--- src/rtl/ballot_session_if.sv ---
// Booth-side bundle between the officer/button logic and ballot_session_ctrl.
// The master drives the officer, mode and vote requests. The slave returns the grant, status and display signals.
interface ballot_session_if #(
  parameter int TOT_W = 8
);
  logic             mode;
  logic             ballot_issue;
  logic [3:0]       vote_req;
  logic [3:0]       vote_grant;
  logic             spoil;
  logic             timeout;
  logic             ballot_open;
  logic             lockout;
  logic [1:0]       disp_sel;
  logic [TOT_W-1:0] vote_total;

  modport master (
    output mode, ballot_issue, vote_req,
    input  vote_grant, spoil, timeout, ballot_open, lockout, disp_sel, vote_total
  );

  modport slave (
    input  mode, ballot_issue, vote_req,
    output vote_grant, spoil, timeout, ballot_open, lockout, disp_sel, vote_total
  );
endinterface

--- src/rtl/ballot_session_ctrl.sv ---
// Polling-booth ballot sequencer: IDLE -> OPEN -> LOCK -> IDLE, with mode=1 forcing RESULT display rotation.
// Optional OPEN expiry is enabled by defining BALLOT_TIMEOUT_EN.
//   state    | meaning
//   S_IDLE   | waiting for ballot_issue
//   S_OPEN   | one ballot open, arbitrating vote_req
//   S_LOCK   | post-vote/spoil lockout countdown
//   S_RESULT | rotating disp_sel across candidates
module ballot_session_ctrl #(
  parameter int LOCK_CYCLES    = 16,
  parameter int DISP_CYCLES    = 50,
  parameter int TIMEOUT_CYCLES = 1024,
  parameter int TOT_W          = 8
) (
  input logic              clk,
  input logic              reset,
  ballot_session_if.slave  bus
);

  // One down-counter serves LOCK, RESULT dwell and OPEN expiry; they never overlap.
  localparam int MAX_A = (LOCK_CYCLES > DISP_CYCLES) ? LOCK_CYCLES : DISP_CYCLES;
  localparam int MAX_C = (MAX_A > TIMEOUT_CYCLES) ? MAX_A : TIMEOUT_CYCLES;
  localparam int CNT_W = (MAX_C > 1) ? $clog2(MAX_C) : 1;
  localparam logic [CNT_W-1:0] LOCK_LD = CNT_W'(LOCK_CYCLES - 1);
  localparam logic [CNT_W-1:0] DISP_LD = CNT_W'(DISP_CYCLES - 1);
`ifdef BALLOT_TIMEOUT_EN
  localparam logic [CNT_W-1:0] TMO_LD  = CNT_W'(TIMEOUT_CYCLES - 1);
`endif

  typedef enum logic [1:0] {S_IDLE, S_OPEN, S_LOCK, S_RESULT} state_t;

  state_t           r_state;
  logic [CNT_W-1:0] r_cnt;
  logic [3:0]       r_grant;
  logic             r_spoil;
  logic [1:0]       r_disp;
  logic [TOT_W-1:0] r_total;
  logic [3:0]       w_req_lo;
  logic             w_multi;
  logic             w_single;
`ifdef BALLOT_TIMEOUT_EN
  logic             r_timeout;
`endif

  // Clearing the lowest set bit leaves something only when two or more bits are set.
  assign w_req_lo = bus.vote_req & (bus.vote_req - 4'd1);
  assign w_multi  = |w_req_lo;
  assign w_single = (|bus.vote_req) & ~w_multi;

  always_ff @(posedge clk) begin
    if (reset) begin
      r_state <= S_IDLE;
      r_cnt   <= '0;
      r_grant <= '0;
      r_spoil <= 1'b0;
      r_disp  <= '0;
      r_total <= '0;
`ifdef BALLOT_TIMEOUT_EN
      r_timeout <= 1'b0;
`endif
    end else begin
      r_grant <= '0;
      r_spoil <= 1'b0;
`ifdef BALLOT_TIMEOUT_EN
      r_timeout <= 1'b0;
`endif
      if (bus.mode) begin
        r_state <= S_RESULT;
        if (r_state != S_RESULT) begin
          r_cnt  <= DISP_LD;
          r_disp <= '0;
        end else if (r_cnt == '0) begin
          r_cnt  <= DISP_LD;
          r_disp <= r_disp + 2'd1;
        end else begin
          r_cnt <= r_cnt - 1'b1;
        end
      end else begin
        case (r_state)
          S_IDLE: begin
            if (bus.ballot_issue) begin
              r_state <= S_OPEN;
`ifdef BALLOT_TIMEOUT_EN
              r_cnt   <= TMO_LD;
`endif
            end
          end
          S_OPEN: begin
            if (w_single) begin
              r_grant <= bus.vote_req;
              r_state <= S_LOCK;
              r_cnt   <= LOCK_LD;
              if (r_total != {TOT_W{1'b1}}) r_total <= r_total + TOT_W'(1);
            end else if (w_multi) begin
              r_spoil <= 1'b1;
              r_state <= S_LOCK;
              r_cnt   <= LOCK_LD;
`ifdef BALLOT_TIMEOUT_EN
            end else if (r_cnt == '0) begin
              r_timeout <= 1'b1;
              r_state   <= S_IDLE;
            end else begin
              r_cnt <= r_cnt - 1'b1;
`endif
            end
          end
          S_LOCK: begin
            if (r_cnt == '0) r_state <= S_IDLE;
            else             r_cnt   <= r_cnt - 1'b1;
          end
          S_RESULT: begin
            r_state <= S_IDLE;
            r_disp  <= '0;
          end
          default: r_state <= S_IDLE;
        endcase
      end
    end
  end

  assign bus.vote_grant  = r_grant;
  assign bus.spoil       = r_spoil;
  assign bus.ballot_open = (r_state == S_OPEN);
  assign bus.lockout     = (r_state == S_LOCK);
  assign bus.disp_sel    = r_disp;
  assign bus.vote_total  = r_total;
`ifdef BALLOT_TIMEOUT_EN
  assign bus.timeout     = r_timeout;
`else
  assign bus.timeout     = 1'b0;
`endif

endmodule

--- src/flat_wrapper.sv ---
// flat-port wrapper written by rule: the top's interface ports become plain ports
module ballot_session_ctrl_flat 
#(
  parameter int LOCK_CYCLES    = 16,
  parameter int DISP_CYCLES    = 50,
  parameter int TIMEOUT_CYCLES = 1024,
  parameter int TOT_W          = 8
)
  (clk, reset, bus_mode, bus_ballot_issue, bus_vote_req, bus_vote_grant, bus_spoil, bus_timeout, bus_ballot_open, bus_lockout, bus_disp_sel, bus_vote_total);
  ballot_session_if #(.TOT_W(TOT_W)) bus_i ();
  input logic clk;
  input logic reset;
  input wire logic [$bits(bus_i.mode)-1:0] bus_mode;
  input wire logic [$bits(bus_i.ballot_issue)-1:0] bus_ballot_issue;
  input wire logic [$bits(bus_i.vote_req)-1:0] bus_vote_req;
  output wire logic [$bits(bus_i.vote_grant)-1:0] bus_vote_grant;
  output wire logic [$bits(bus_i.spoil)-1:0] bus_spoil;
  output wire logic [$bits(bus_i.timeout)-1:0] bus_timeout;
  output wire logic [$bits(bus_i.ballot_open)-1:0] bus_ballot_open;
  output wire logic [$bits(bus_i.lockout)-1:0] bus_lockout;
  output wire logic [$bits(bus_i.disp_sel)-1:0] bus_disp_sel;
  output wire logic [$bits(bus_i.vote_total)-1:0] bus_vote_total;
  assign bus_i.mode = bus_mode;
  assign bus_i.ballot_issue = bus_ballot_issue;
  assign bus_i.vote_req = bus_vote_req;
  assign bus_vote_grant = bus_i.vote_grant;
  assign bus_spoil = bus_i.spoil;
  assign bus_timeout = bus_i.timeout;
  assign bus_ballot_open = bus_i.ballot_open;
  assign bus_lockout = bus_i.lockout;
  assign bus_disp_sel = bus_i.disp_sel;
  assign bus_vote_total = bus_i.vote_total;
  ballot_session_ctrl #(.LOCK_CYCLES(LOCK_CYCLES), .DISP_CYCLES(DISP_CYCLES), .TIMEOUT_CYCLES(TIMEOUT_CYCLES), .TOT_W(TOT_W)) u_core (.clk(clk), .reset(reset), .bus(bus_i));
endmodule
--- config.mk ---
export PLATFORM = sky130hd
export DESIGN_NAME = ballot_session_ctrl_flat
export DESIGN_NICKNAME = d
export VERILOG_FILES = /design/src/rtl/ballot_session_if.sv /design/src/rtl/ballot_session_ctrl.sv /design/src/flat_wrapper.sv
export SDC_FILE = /design/constraint.sdc
export NUM_CORES = 1
export LEC_CHECK = 0
export CAP_MARGIN = 10
export CORE_ASPECT_RATIO = 1.25
export CORE_MARGIN = 1.5
export CORE_UTILIZATION = 56
export CTS_CLUSTER_DIAMETER = 30
export CTS_CLUSTER_SIZE = 10
export DETAILED_ROUTE_END_ITERATION = 7
export PLACE_DENSITY = 0.93
export SKIP_LAST_GASP = 1
export SYNTH_ARGS = -nofsm -noshare
export SYNTH_HDL_FRONTEND = slang
export SYNTH_SLANG_ARGS = --single-unit
--- constraint.sdc ---
create_clock -name clk -period 4 [get_ports clk]
set_input_delay 0.4 -clock clk [delete_from_list [all_inputs] [get_ports clk]]
set_output_delay 0.4 -clock clk [all_outputs]
set_load 0.02 [all_outputs]
# Word level (Yosys, flattened, before mapping)
# Index checks and enable logic that the tools add are counted.
# Widths: inputs -> output; s select.
[op_classes]
addsub = 4
eq_ne = 10
muxes = 18
bitwise = 6
n_reduce_logical = 12
[op_table]
columns = ["op", "n"]
rows = [
  ["$mux 10", 6],
  ["$pmux 10 s2", 1],
  ["$mux 2", 9],
  ["$reduce_or 4->1", 4],
  ["$logic_not 10->1", 1],
  ["$sub 10x1->10 const B", 1],
  ["$add 8x1->8 const B", 1],
  ["$ne 8x8->1 const B", 1],
  ["$pmux 2 s4", 1],
  ["$ne 3x3->1 const B", 2],
  ["$reduce_and 3->1", 2],
  ["$and 4x4->4", 1],
  ["$eq 2x2->1 const B", 2],
  ["$ne 4x2->1 const B", 1],
  ["$not 1->1", 4],
  ["$reduce_and 4->1", 1],
  ["$sub 4x1->4 const B", 1],
  ["$ne 3x1->1 const B", 1],
  ["$ne 3x2->1 const B", 1],
  ["$reduce_bool 3->1", 1],
  ["$add 2x1->2 const B", 1],
  ["$eq 2x1->1 const B", 1],
  ["$logic_not 2->1", 1],
  ["$ne 2x2->1 const B", 1],
  ["other kinds (4)", 4],
]
[totals]
register_bits = 27
input_bits = 8
wordCells = 56

# Longest topological paths before layout
# Gate-level depths: netlist of run 1.
[logic_depth]
ltp_word = 8
ltp_mapped = 8
mapped_depth_nobuf = 7

# Worst setup path before layout of run 1
# OpenSTA, ideal clock, no wires.
[synth_timing]
path_type = "reg2reg"
startpoint = "reg u_core.r_cnt[0]"
endpoint = "reg u_core.r_cnt[5]"
setup_time_ns = 0.103
arrival_time_ns = 1.760
t_required_ns = 3.897
path_slack_ns = 2.136
stages_incl_launch_ff = 9
path_cell_list = "dfxtp_1 > inv_1 > ha_1 > or3b_4 > nor4_4 > o21a_1 > buf_6 > a21oi_1 > a2111oi_2"
[synth_between]
elab_chain_cells = 4
word_cells_on_any_way = 9
classes_between = "add/sub: 1; eq/ne: 1; mux: 5; reduce/logical: 2"
[synth_lines]
columns = ["element", "line", "source"]
rows = [
  ["start: declaration", "ballot_session_ctrl.sv:32", "logic [CNT_W-1:0] r_cnt;"],
  ["start signal: assignment", "ballot_session_ctrl.sv:75", "r_cnt <= r_cnt - 1'b1;"],
  ["start signal: assignment", "ballot_session_ctrl.sv:108", "else r_cnt <= r_cnt - 1'b1;"],
  ["$sub 10x1->10 / $logic_not 10->1 (equally long branches)", "-", ""],
  ["$mux 10 (on tied branches)", "ballot_session_ctrl.sv:107, ballot_session_ctrl.sv:71", ""],
  ["$pmux 10 s2 / $mux 10 (equally long branches)", "ballot_session_ctrl.sv:78, ballot_session_ctrl.sv:68", ""],
  ["$mux 10", "ballot_session_ctrl.sv:66", "if (bus.mode) begin"],
]
# Parallel ways exist; a longest one is shown, timed or not. The select of a mux whose other input is x is not followed.
# A chain may end at the register's enable or synchronous reset.

# Worst setup path after layout of run 1
# Same ends and word-level chain as after synthesis.

==> impl_metrics.xml, run 1 <==
<?xml version="1.0" encoding="UTF-8"?>
<metrics>
  <group name="grt">
    <metric name="grt_max_degree" unit="">28</metric>
    <metric name="grt.total_usage" unit="%">23.0</metric>
    <metric name="first_pass_grt_wire_length" unit="mm">5.48</metric>
    <metric name="first_global_vias" unit="">1288</metric>
    <metric name="antenna_found_initial" unit="">0</metric>
    <metric name="globalRouteOverflowTotal" unit="">0</metric>
  </group>
  <group name="worst_setup_path">
    <metric name="critical_path.startpoint_type" unit="">flop</metric>
    <metric name="worst_ep_required_time" unit="ns">4.23</metric>
    <metric name="setup.worst_path.class" unit="">flop to flop</metric>
    <metric name="critical_path_peak_fanout" unit="">11</metric>
    <metric name="critical_path_arrival" unit="ns">2.88</metric>
    <metric name="timing.critical_path.to_type" unit="">flop</metric>
  </group>
  <group name="place">
    <metric name="worst_setup_slack_post_dpl" unit="ns">1.42</metric>
    <metric name="dpl.hpwl" unit="mm">2.49</metric>
    <metric name="weighted_congestion_at_the_end_of_routability_driven_global_placement" unit="">0.914</metric>
    <metric name="place.port_buffers" unit="">24</metric>
  </group>
  <group name="cts">
    <metric name="cts_post_setup_buffers_inserted" unit="">0</metric>
    <metric name="post_cts_resize_count" unit="">0</metric>
    <metric name="tritoncts_num_sinks" unit="">27</metric>
    <metric name="ctsHoldBuffers" unit="">0</metric>
    <metric name="clock_buffers_created_by_tritoncts" unit="">3</metric>
    <metric name="clock_slew_at_the_register_clock_pins_of_the_worst_setup_and_hold_paths" unit="ns">0.15</metric>
    <metric name="clk_latency" unit="ns">0.34</metric>
    <metric name="cts_max_level" unit="">1</metric>
    <metric name="root_driver" unit="">clkbuf_4</metric>
    <metric name="longest_clk_path_bufs" unit="">2</metric>
    <metric name="tritoncts" unit="">yes</metric>
  </group>
  <group name="job">
    <metric name="max_cap_violations" unit="">0</metric>
  </group>
  <group name="yosys">
    <metric name="synth_enable_flop_cells" unit="">0</metric>
    <metric name="syn_avg_cell_area" unit="um^2">8.49</metric>
    <metric name="synthCells" unit="">182</metric>
    <metric name="yosys-top-cells-area" unit="">dfxtp_1 (35%), a21oi_1 (6.5%), nand2_1 (3.2%), nor2_1 (2.9%), nand3_1 (2.6%)</metric>
    <metric name="yosysUniqueCellTypes" unit="">51</metric>
    <metric name="ys_async_sr_fraction" unit="%">0</metric>
    <metric name="commonest_register_cell_after_synthesis" unit="">dfxtp_1</metric>
    <metric name="number_of_nets_produced_by_synthesis" unit="">192</metric>
    <metric name="synth_seq_area_share" unit="%">35.0</metric>
    <metric name="yosys_warnings" unit="">0</metric>
    <metric name="synth_top_area_share" unit="%">35.0</metric>
    <metric name="leading_area_contributor_after_synthesis" unit="">dfxtp_1</metric>
    <metric name="ys_ff_latch" unit="">27</metric>
    <metric name="synth_cell_area" unit="um^2">1550</metric>
  </group>
  <group name="timing">
    <metric name="maxSlewHeadroom" unit="%">33.0</metric>
    <metric name="rsz0062_at_grt" unit="">false</metric>
    <metric name="worst_max_slew_pin_slew" unit="ns">1.00</metric>
    <metric name="final-setup-viol-count" unit="">0</metric>
    <metric name="total_count_of_hold_check_failures_in_the_final_report" unit="">0</metric>
    <metric name="layout_worst_path_cycle_share" unit="%">66.2</metric>
    <metric name="setup_slack" unit="ns">1.35</metric>
    <metric name="setup_total_negative_slack" unit="ns">0</metric>
    <metric name="final-max-slew-violation-count" unit="">0</metric>
    <metric name="clock_skew" unit="ns">0.00129</metric>
    <metric name="fin_hold_ws" unit="ns">0.512</metric>
    <metric name="fmax" unit="MHz">377</metric>
    <metric name="timing.final.crit_period" unit="ns">2.65</metric>
  </group>
  <group name="drt">
    <metric name="vias_per_cell" unit="">6.15</metric>
    <metric name="dr_iter_0_viols" unit="">78</metric>
    <metric name="dr_total_vias" unit="">1433</metric>
    <metric name="drt-total-wl" unit="mm">3.44</metric>
    <metric name="antenna_nets_post_route" unit="">0</metric>
    <metric name="detail_route.drc_violations" unit="">0</metric>
    <metric name="post_drt_wl_per_cell" unit="um">14.7</metric>
    <metric name="firstDrtPassIters" unit="">4</metric>
  </group>
  <group name="floorplan">
    <metric name="fp.dieArea" unit="um^2">3090</metric>
    <metric name="floorplan.io_pins" unit="">26</metric>
    <metric name="die_x" unit="um">50.0</metric>
    <metric name="design.core.area" unit="um^2">2650</metric>
    <metric name="core.rowCount" unit="">21</metric>
    <metric name="die_height" unit="um">61.7</metric>
    <metric name="initial_utilization" unit="%">58.2</metric>
  </group>
  <group name="power">
    <metric name="p_leak" unit="nW">0.616</metric>
    <metric name="ir_drop" unit="uV">254</metric>
    <metric name="power_density" unit="nW/um^2">314</metric>
  </group>
  <group name="min_path">
    <metric name="min_path_type" unit="">flop to flop</metric>
  </group>
  <group name="finish">
    <metric name="layout.filler_cells" unit="">196</metric>
    <metric name="inserted_diodes" unit="">0</metric>
    <metric name="layout-drive-gt1-share" unit="%">8.04</metric>
    <metric name="layout_common_cells" unit="">dfxtp_1 (27), clkdlybuf4s50_1 (24), a21oi_1 (20)</metric>
    <metric name="area_growth_synth_to_finish" unit="%">14.0</metric>
    <metric name="final_common_cell" unit="">dfxtp_1</metric>
    <metric name="finalNetCount" unit="">210</metric>
  </group>
  <group name="outcome">
    <metric name="status" unit="">completed</metric>
  </group>
</metrics>
-- flip-flops by register name (all words and copies together) (netlist names) --
| signal | cells |
|---|---|
| u_core.bus.disp_sel | 2 |
| u_core.bus.spoil | 1 |
| u_core.bus.vote_grant | 4 |
| u_core.bus.vote_total | 8 |
| u_core.r_cnt | 10 |
| u_core.r_state | 2 |
-- cell families (layout without fill, tap and decap cells) --
group / Yosys count / after routing / share of synthesized area [%]
AO/OA/AOI/OAI: 50 / 50 / 21.2
XOR/XNOR: 2 / 2 / 1.13
adder cells (fa/ha/maj): 3 / 3 / 2.27
buffers and inverters: 19 / 36 / 7.93
flip-flops: 27 / 27 / 35.0
multiplexers: 2 / 2 / 1.38
other: 1 / 1 / 0.243
AND/OR/NAND/NOR: 78 / 78 / 30.9
-- report_power, final --
part | leakage (nW) | switching [W] | internal, W
clock | 0.0150 | 0.0000847 | 0.0000393
combinational | 0.381 | 0.0000800 | 0.0000513
sequential | 0.220 | 0.0000172 | 0.000281
total | 0.616 | 0.000182 | 0.000371
-- metal layers --
layer / up-vias / global-route usage, % / part of all wire, %
met3: 8 / 2.63 / 5.1
met1: 678 / 25.8 / 41
li1: 697 / - / -
met2: 50 / 43.0 / 52
met5: - / 0 / 0
met4: 0 / 12.7 / 1.7
-- critical path, stage by stage (launching register included) --
cell and delay [ns]:
dfxtp_1 0.37, inv_1 0.11, ha_1 0.19, or3b_4 0.42
nor4_4 0.61, o21a_1 0.40, a21oi_1 0.10, a2111oi_2 0.32
-- stage by stage --
step	cell area (um^2)	utilization [%]	cells	power (W)
6_report	1760	66.4	233	0.000553
5_1_grt	1760	66.4	233	0.000578
4_1_cts	1760	66.4	233	0.000551
3_5_place_dp	1740	65.4	229	0.000433
3_3_place_gp	1740	65.4	229	0.000423
2_1_floorplan	1550	-	182	0.000408
-- synthesized netlist by cell type, types with 2 or more instances --
library cell / n
or4_1: 5
a21oi_1: 20
xnor2_1: 2
nand4_1: 3
o31ai_1: 4
clkbuf_8: 2
buf_4: 2
clkbuf_1: 3
ha_1: 2
nor3_1: 8
dfxtp_1: 27
nor2b_1: 2
buf_6: 3
and2_1: 4
nand2_1: 13
a31oi_1: 2
a221oi_1: 2
o21ai_1: 8
nand2b_1: 6
a21oi_2: 2
nand3_1: 8
nor2_1: 12
nor4_1: 4
or4_4: 2
inv_1: 8
o21ai_0: 3
-- final timing paths --
path                                     start                      endpoint  slack (ns)  cells after the start
hold reg to reg   u_core.r_cnt[1]$_SDFFE_PP0P_  u_core.r_cnt[1]$_SDFFE_PP0P_        0.51                      2
setup / recovery  u_core.r_cnt[0]$_SDFFE_PP0P_  u_core.r_cnt[5]$_SDFFE_PP0P_        1.35                      7
hold / removal    u_core.r_cnt[1]$_SDFFE_PP0P_  u_core.r_cnt[1]$_SDFFE_PP0P_        0.51                      2
setup reg to reg  u_core.r_cnt[0]$_SDFFE_PP0P_  u_core.r_cnt[5]$_SDFFE_PP0P_        1.35                      7
-- final cells by class --
type | instances | area [um^2] | share of cell area, %
Sequential cell | 27 | 541 | 30.7
Tap cell | 34 | 42.5 | 2.41
Inverter | 8 | 30.0 | 1.70
Timing Repair Buffer | 24 | 240 | 13.6
Clock buffer | 4 | 26.3 | 1.49
Multi-Input combinational cell | 136 | 882 | 50.1
No activity file was read; power rests on OpenSTA's default activity.
==> run 2: changes to the inputs <==
CORE_UTILIZATION = 52   (was 56)
PLACE_DENSITY = 0.87   (was 0.93)
clock period = 2.6 ns   (was 4 ns; I/O delays follow)
==> run 2 against run 1 <==
Clock skew increased by 0.0031 ns; setup slack worse by 0.94 ns; cell area grew 1.8%; non-clock buffer count is 4 higher; first-iteration DRC count fell by 3.8%; power is 54% higher; critical path depth rose by 1; sequential power rose by 54%; critical endpoint is now u_core.r_cnt[0]$_SDFFE_PP0P_.
==> impl_metrics.xml, run 2 (synthesis results as in run 1) <==
<?xml version="1.0" encoding="UTF-8"?>
<metrics>
  <group name="outcome">
    <metric name="status" unit="">completed</metric>
  </group>
  <group name="cts">
    <metric name="longest_clk_path_bufs" unit="">2</metric>
    <metric name="clk_latency" unit="ns">0.32</metric>
    <metric name="tritoncts" unit="">yes</metric>
    <metric name="post_cts_resize_count" unit="">0</metric>
    <metric name="tritoncts_num_sinks" unit="">27</metric>
    <metric name="cts_max_level" unit="">1</metric>
    <metric name="clock_buffers_created_by_tritoncts" unit="">3</metric>
    <metric name="cts_post_setup_buffers_inserted" unit="">0</metric>
    <metric name="ctsHoldBuffers" unit="">0</metric>
    <metric name="clock_slew_at_the_register_clock_pins_of_the_worst_setup_and_hold_paths" unit="ns">0.14</metric>
    <metric name="root_driver" unit="">clkbuf_4</metric>
  </group>
  <group name="timing">
    <metric name="clock_skew" unit="ns">0.00435</metric>
    <metric name="final-max-slew-violation-count" unit="">0</metric>
    <metric name="final-setup-viol-count" unit="">0</metric>
    <metric name="timing.final.crit_period" unit="ns">2.19</metric>
    <metric name="total_count_of_hold_check_failures_in_the_final_report" unit="">0</metric>
    <metric name="layout_worst_path_cycle_share" unit="%">84.3</metric>
    <metric name="setup_total_negative_slack" unit="ns">0</metric>
    <metric name="worst_max_slew_pin_slew" unit="ns">0.612</metric>
    <metric name="rsz0062_at_grt" unit="">false</metric>
    <metric name="fmax" unit="MHz">456</metric>
    <metric name="maxSlewHeadroom" unit="%">59.2</metric>
  </group>
  <group name="worst_setup_path">
    <metric name="critical_path.startpoint_type" unit="">flop</metric>
    <metric name="timing.critical_path.to_type" unit="">flop</metric>
    <metric name="critical_path_arrival" unit="ns">2.44</metric>
    <metric name="regToRegStartpoint" unit="">u_core.r_cnt[0]$_SDFFE_PP0P_</metric>
    <metric name="setup.worst_path.class" unit="">flop to flop</metric>
    <metric name="crit_slowest_cell" unit="">or3b_4</metric>
    <metric name="critical_path_source" unit="">u_core.r_cnt[0]$_SDFFE_PP0P_</metric>
    <metric name="worst_path_largest_cell_delay" unit="ns">0.42</metric>
    <metric name="worstPathCellList" unit="">inv_1 &gt; ha_1 &gt; or3b_4 &gt; nor4_4 &gt; buf_4 &gt; a21oi_2 &gt; and3_4 &gt; a211oi_2</metric>
    <metric name="timing.critical_path.max_delay_family" unit="">simple AND/OR/NAND/NOR gates</metric>
    <metric name="worst_ep_required_time" unit="ns">2.85</metric>
    <metric name="critical_path_peak_fanout" unit="">8</metric>
    <metric name="critPathBufInv" unit="">2</metric>
  </group>
  <group name="place">
    <metric name="place.port_buffers" unit="">24</metric>
    <metric name="dpl.hpwl" unit="mm">2.49</metric>
    <metric name="weighted_congestion_at_the_end_of_routability_driven_global_placement" unit="">0.841</metric>
  </group>
  <group name="floorplan">
    <metric name="design.core.area" unit="um^2">2760</metric>
    <metric name="die_height" unit="um">63.9</metric>
    <metric name="fp.dieArea" unit="um^2">3310</metric>
    <metric name="core.rowCount" unit="">21</metric>
    <metric name="initial_utilization" unit="%">56.0</metric>
    <metric name="floorplan.io_pins" unit="">26</metric>
    <metric name="die_x" unit="um">51.8</metric>
  </group>
  <group name="finish">
    <metric name="layout_common_cells" unit="">dfxtp_1 (27), clkdlybuf4s50_1 (24), a21oi_1 (20)</metric>
    <metric name="layout-drive-gt1-share" unit="%">10.3</metric>
    <metric name="finalNetCount" unit="">214</metric>
    <metric name="inserted_diodes" unit="">0</metric>
    <metric name="final_common_cell" unit="">dfxtp_1</metric>
    <metric name="largest_register_ff_count" unit="">10</metric>
    <metric name="regMostFlops" unit="">u_core.r_cnt</metric>
    <metric name="area_growth_synth_to_finish" unit="%">16.0</metric>
  </group>
  <group name="job">
    <metric name="max_cap_violations" unit="">0</metric>
  </group>
  <group name="grt">
    <metric name="globalRouteOverflowTotal" unit="">0</metric>
    <metric name="grt.total_usage" unit="%">22.0</metric>
    <metric name="first_pass_grt_wire_length" unit="mm">5.81</metric>
    <metric name="first_global_vias" unit="">1399</metric>
    <metric name="antenna_found_initial" unit="">0</metric>
    <metric name="grt_max_degree" unit="">19</metric>
  </group>
  <group name="power">
    <metric name="power_density" unit="nW/um^2">475</metric>
    <metric name="ir_drop" unit="uV">415</metric>
    <metric name="design_power_total" unit="W">0.000852</metric>
    <metric name="p_leak" unit="nW">0.638</metric>
  </group>
  <group name="drt">
    <metric name="dr_iter_0_viols" unit="">75</metric>
    <metric name="dr_total_vias" unit="">1417</metric>
    <metric name="drt-total-wl" unit="mm">3.34</metric>
    <metric name="firstDrtPassIters" unit="">4</metric>
    <metric name="detail_route.drc_violations" unit="">0</metric>
    <metric name="vias_per_cell" unit="">5.98</metric>
    <metric name="post_drt_wl_per_cell" unit="um">14.1</metric>
    <metric name="antenna_nets_post_route" unit="">0</metric>
  </group>
  <group name="min_path">
    <metric name="min_path_type" unit="">flop to flop</metric>
    <metric name="holdCritStartpoint" unit="">u_core.r_cnt[1]$_SDFFE_PP0P_</metric>
  </group>
</metrics>
[run 2: worst register-to-register path, delay by kind of cell, from the launching register on]
kind                     cells  cell delay [ns]
AND/OR/NAND/NOR              3             0.93
adder cells (fa/ha/maj)      1             0.18
AO/OA/AOI/OAI                2             0.29
flip-flops                   1             0.38
buffers and inverters        2             0.35
[run 2: final timing paths]
check | end | slack (ns) | cells after the start
worst max register to register | u_core.r_cnt[0]$_SDFFE_PP0P_ | 0.41 | 8
worst min-delay path | u_core.r_cnt[1]$_SDFFE_PP0P_ | 0.51 | 2
worst max-delay path | u_core.r_cnt[0]$_SDFFE_PP0P_ | 0.41 | 8
worst min register to register | u_core.r_cnt[1]$_SDFFE_PP0P_ | 0.51 | 2
[run 2: final cells by class]
type                       instances  area [um^2]
tap                               34         42.5
timing repair buffer              28          270
clock buffer                       3         22.5
inverter                           8         30.0
multi-input combinational        136          882
sequential                        27          541
fill                             244          966
clock inverter                     1         5.00
[run 2: routing by layer]
metal	global-route usage (%)	wire length, um	up-vias
met1	24.6	1420	671
met2	41.5	1790	37
met5	0	0	-
met3	3.04	119	4
li1	-	-	705
met4	6.58	20	0
[run 2: where the power goes]
group	switching (W)	internal, W
combinational	0.000123	0.0000866
sequential	0.0000268	0.000432
clock	0.000126	0.0000576
[run 2: stage by stage]
step / setup slack, ns / cells / hold WS (ns) / instance area (um^2) / util (%)
after global placement: 0.297 / 233 / 0.466 / 1770 / 64.0
after global routing: 0.274 / 237 / 0.526 / 1790 / 65.0
after detailed placement: 0.219 / 233 / 0.491 / 1770 / 64.0
final: 0.408 / 237 / 0.507 / 1790 / 65.0
after CTS: 0.424 / 237 / 0.509 / 1790 / 65.0
after floorplan: 0.736 / 182 / 0.382 / 1550 / -
==> run 3: changes to the inputs <==
clock period = 2.1 ns   (was 2.6 ns; I/O delays follow)
==> run 3 against run 2 <==
Setup slack lost 0.35 ns; wire length grew 16%; global-route usage grew 1.9 points; sequential cell count is the same; utilization grew 5.7 points; first-iteration DRC count shrank 11%.
==> impl_metrics.xml, run 3 (synthesis results as in run 1) <==
<?xml version="1.0" encoding="UTF-8"?>
<metrics>
  <group name="outcome">
    <metric name="status" unit="">completed</metric>
  </group>
  <group name="grt">
    <metric name="first_global_vias" unit="">1492</metric>
    <metric name="globalRouteOverflowTotal" unit="">0</metric>
    <metric name="first_pass_grt_wire_length" unit="mm">6.15</metric>
    <metric name="antenna_found_initial" unit="">0</metric>
    <metric name="grt.total_usage" unit="%">23.8</metric>
    <metric name="grt_max_degree" unit="">17</metric>
  </group>
  <group name="worst_setup_path">
    <metric name="critical_path_peak_fanout" unit="">6</metric>
    <metric name="worstPathCellList" unit="">inv_2 &gt; ha_4 &gt; or3b_4 &gt; nor4_4 &gt; buf_4 &gt; o21ai_4 &gt; clkbuf_2 &gt; o21ai_0 &gt; a31oi_1</metric>
    <metric name="setup.worst_path.class" unit="">flop to flop</metric>
    <metric name="critPathBufInv" unit="">3</metric>
    <metric name="critical_path_arrival" unit="ns">2.28</metric>
    <metric name="critical_path.startpoint_type" unit="">flop</metric>
    <metric name="worst_ep_required_time" unit="ns">2.33</metric>
    <metric name="timing.critical_path.to_type" unit="">flop</metric>
    <metric name="worst_path_largest_cell_delay" unit="ns">0.41</metric>
    <metric name="crit_slowest_cell" unit="">or3b_4</metric>
    <metric name="timing.critical_path.max_delay_family" unit="">simple AND/OR/NAND/NOR gates</metric>
  </group>
  <group name="timing">
    <metric name="worst_max_slew_pin_slew" unit="ns">0.649</metric>
    <metric name="clock_skew" unit="ns">0.00234</metric>
    <metric name="fmax" unit="MHz">490</metric>
    <metric name="maxSlewHeadroom" unit="%">56.6</metric>
    <metric name="total_count_of_hold_check_failures_in_the_final_report" unit="">0</metric>
    <metric name="final-setup-viol-count" unit="">0</metric>
    <metric name="layout_worst_path_cycle_share" unit="%">97.3</metric>
    <metric name="final-max-slew-violation-count" unit="">0</metric>
    <metric name="rsz0062_at_grt" unit="">true</metric>
    <metric name="timing.final.crit_period" unit="ns">2.04</metric>
  </group>
  <group name="finish">
    <metric name="layout_common_cells" unit="">dfxtp_1 (25), clkdlybuf4s50_1 (24), buf_4 (22)</metric>
    <metric name="final_design_area_no_fill" unit="um^2">1950</metric>
    <metric name="final_common_cell" unit="">dfxtp_1</metric>
    <metric name="regMostFlops" unit="">u_core.r_cnt</metric>
    <metric name="finalNetCount" unit="">233</metric>
    <metric name="inserted_diodes" unit="">0</metric>
    <metric name="area_growth_synth_to_finish" unit="%">26.2</metric>
    <metric name="layout.filler_cells" unit="">222</metric>
    <metric name="post-route-util" unit="%">70.7</metric>
    <metric name="largest_register_ff_count" unit="">10</metric>
    <metric name="layout-drive-gt1-share" unit="%">20.7</metric>
  </group>
  <group name="floorplan">
    <metric name="floorplan.io_pins" unit="">26</metric>
    <metric name="design.core.area" unit="um^2">2760</metric>
    <metric name="fp.dieArea" unit="um^2">3310</metric>
    <metric name="die_height" unit="um">63.9</metric>
    <metric name="die_x" unit="um">51.8</metric>
    <metric name="core.rowCount" unit="">21</metric>
    <metric name="initial_utilization" unit="%">56.0</metric>
  </group>
  <group name="cts">
    <metric name="root_driver" unit="">clkbuf_4</metric>
    <metric name="clk_latency" unit="ns">0.34</metric>
    <metric name="cts_max_level" unit="">1</metric>
    <metric name="clock_slew_at_the_register_clock_pins_of_the_worst_setup_and_hold_paths" unit="ns">0.15</metric>
    <metric name="longest_clk_path_bufs" unit="">2</metric>
    <metric name="tritoncts" unit="">yes</metric>
    <metric name="clock_buffers_created_by_tritoncts" unit="">3</metric>
    <metric name="tritoncts_num_sinks" unit="">27</metric>
  </group>
  <group name="power">
    <metric name="power_density" unit="nW/um^2">582</metric>
    <metric name="p_leak" unit="nW">0.731</metric>
    <metric name="design_power_total" unit="W">0.00113</metric>
    <metric name="ir_drop" unit="uV">486</metric>
  </group>
  <group name="place">
    <metric name="dpl.hpwl" unit="mm">2.75</metric>
    <metric name="placement.cell_area" unit="um^2">1870</metric>
    <metric name="place.port_buffers" unit="">24</metric>
    <metric name="weighted_congestion_at_the_end_of_routability_driven_global_placement" unit="">0.838</metric>
  </group>
  <group name="drt">
    <metric name="dr_total_vias" unit="">1546</metric>
    <metric name="antenna_nets_post_route" unit="">0</metric>
    <metric name="post_drt_wl_per_cell" unit="um">15.1</metric>
    <metric name="firstDrtPassIters" unit="">4</metric>
    <metric name="vias_per_cell" unit="">6.04</metric>
    <metric name="detail_route.drc_violations" unit="">0</metric>
    <metric name="dr_iter_0_viols" unit="">67</metric>
    <metric name="drt-total-wl" unit="mm">3.87</metric>
  </group>
  <group name="min_path">
    <metric name="min_path_type" unit="">flop to flop</metric>
  </group>
  <group name="job">
    <metric name="max_cap_violations" unit="">0</metric>
  </group>
</metrics>
run 3: cell type report:
class,count,area (um^2),area share (%)
clock buffers,3,22.5,1.16
clock inverters,1,5.00,0.257
inverters,8,30.0,1.54
multi-input cells,136,896,46.0
flip-flops and latches,27,543,27.9
well taps,34,42.5,2.18
repair buffers,47,410,21.1
run 3: repair_timing:
item / CTS / global route
hold buffers: 0 / 0
gates resized for setup: 0 / 7
setup buffers: 0 / 5
pin swaps: 1 / 3
setup endpoints to repair: 2 / 5
run 3: final timing paths:
| check | startpoint | slack [ns] | endpoint | depth (start not counted) |
|---|---|---|---|---|
| max | u_core.r_cnt[1]$_SDFFE_PP0P_ | 0.06 | u_core.r_cnt[3]$_SDFFE_PP0P_ | 9 |
| min | u_core.r_cnt[0]$_SDFFE_PP0P_ | 0.51 | u_core.r_cnt[0]$_SDFFE_PP0P_ | 2 |
| max reg2reg | u_core.r_cnt[1]$_SDFFE_PP0P_ | 0.06 | u_core.r_cnt[3]$_SDFFE_PP0P_ | 9 |
| min reg2reg | u_core.r_cnt[0]$_SDFFE_PP0P_ | 0.51 | u_core.r_cnt[0]$_SDFFE_PP0P_ | 2 |
run 3: worst min-delay path, cell delays in order, from the launching register on:
cell and delay [ns]:
dfxtp_2 0.35, inv_2 0.08, a211oi_2 0.06
run 3: report_power, final:
group	leakage, nW	internal, W	switching, W
Sequential	0.220	0.000535	0.0000295
Clock	0.0177	0.0000719	0.000168
Combinational	0.493	0.000155	0.000175
run 3: per-layer routing:
layer,track usage [%],share of wire [%],wire length (um)
met4,9.87,1.1,44
met1,25.6,40,1550
met3,2.34,4.8,184
met2,45.5,54,2090
met5,0,0,0
run 3: per-stage QoR:
stage	hold WS [ns]	setup WS (ns)	TNS [ns]	cells
5_1_grt	0.528	-0.0258	-0.0560	256
4_1_cts	0.511	0.0374	0	251
3_3_place_gp	0.467	-0.0740	-0.303	247
2_1_floorplan	0.332	0.236	0	182
6_report	0.513	0.0574	0	256
3_5_place_dp	0.491	-0.180	-1.29	247
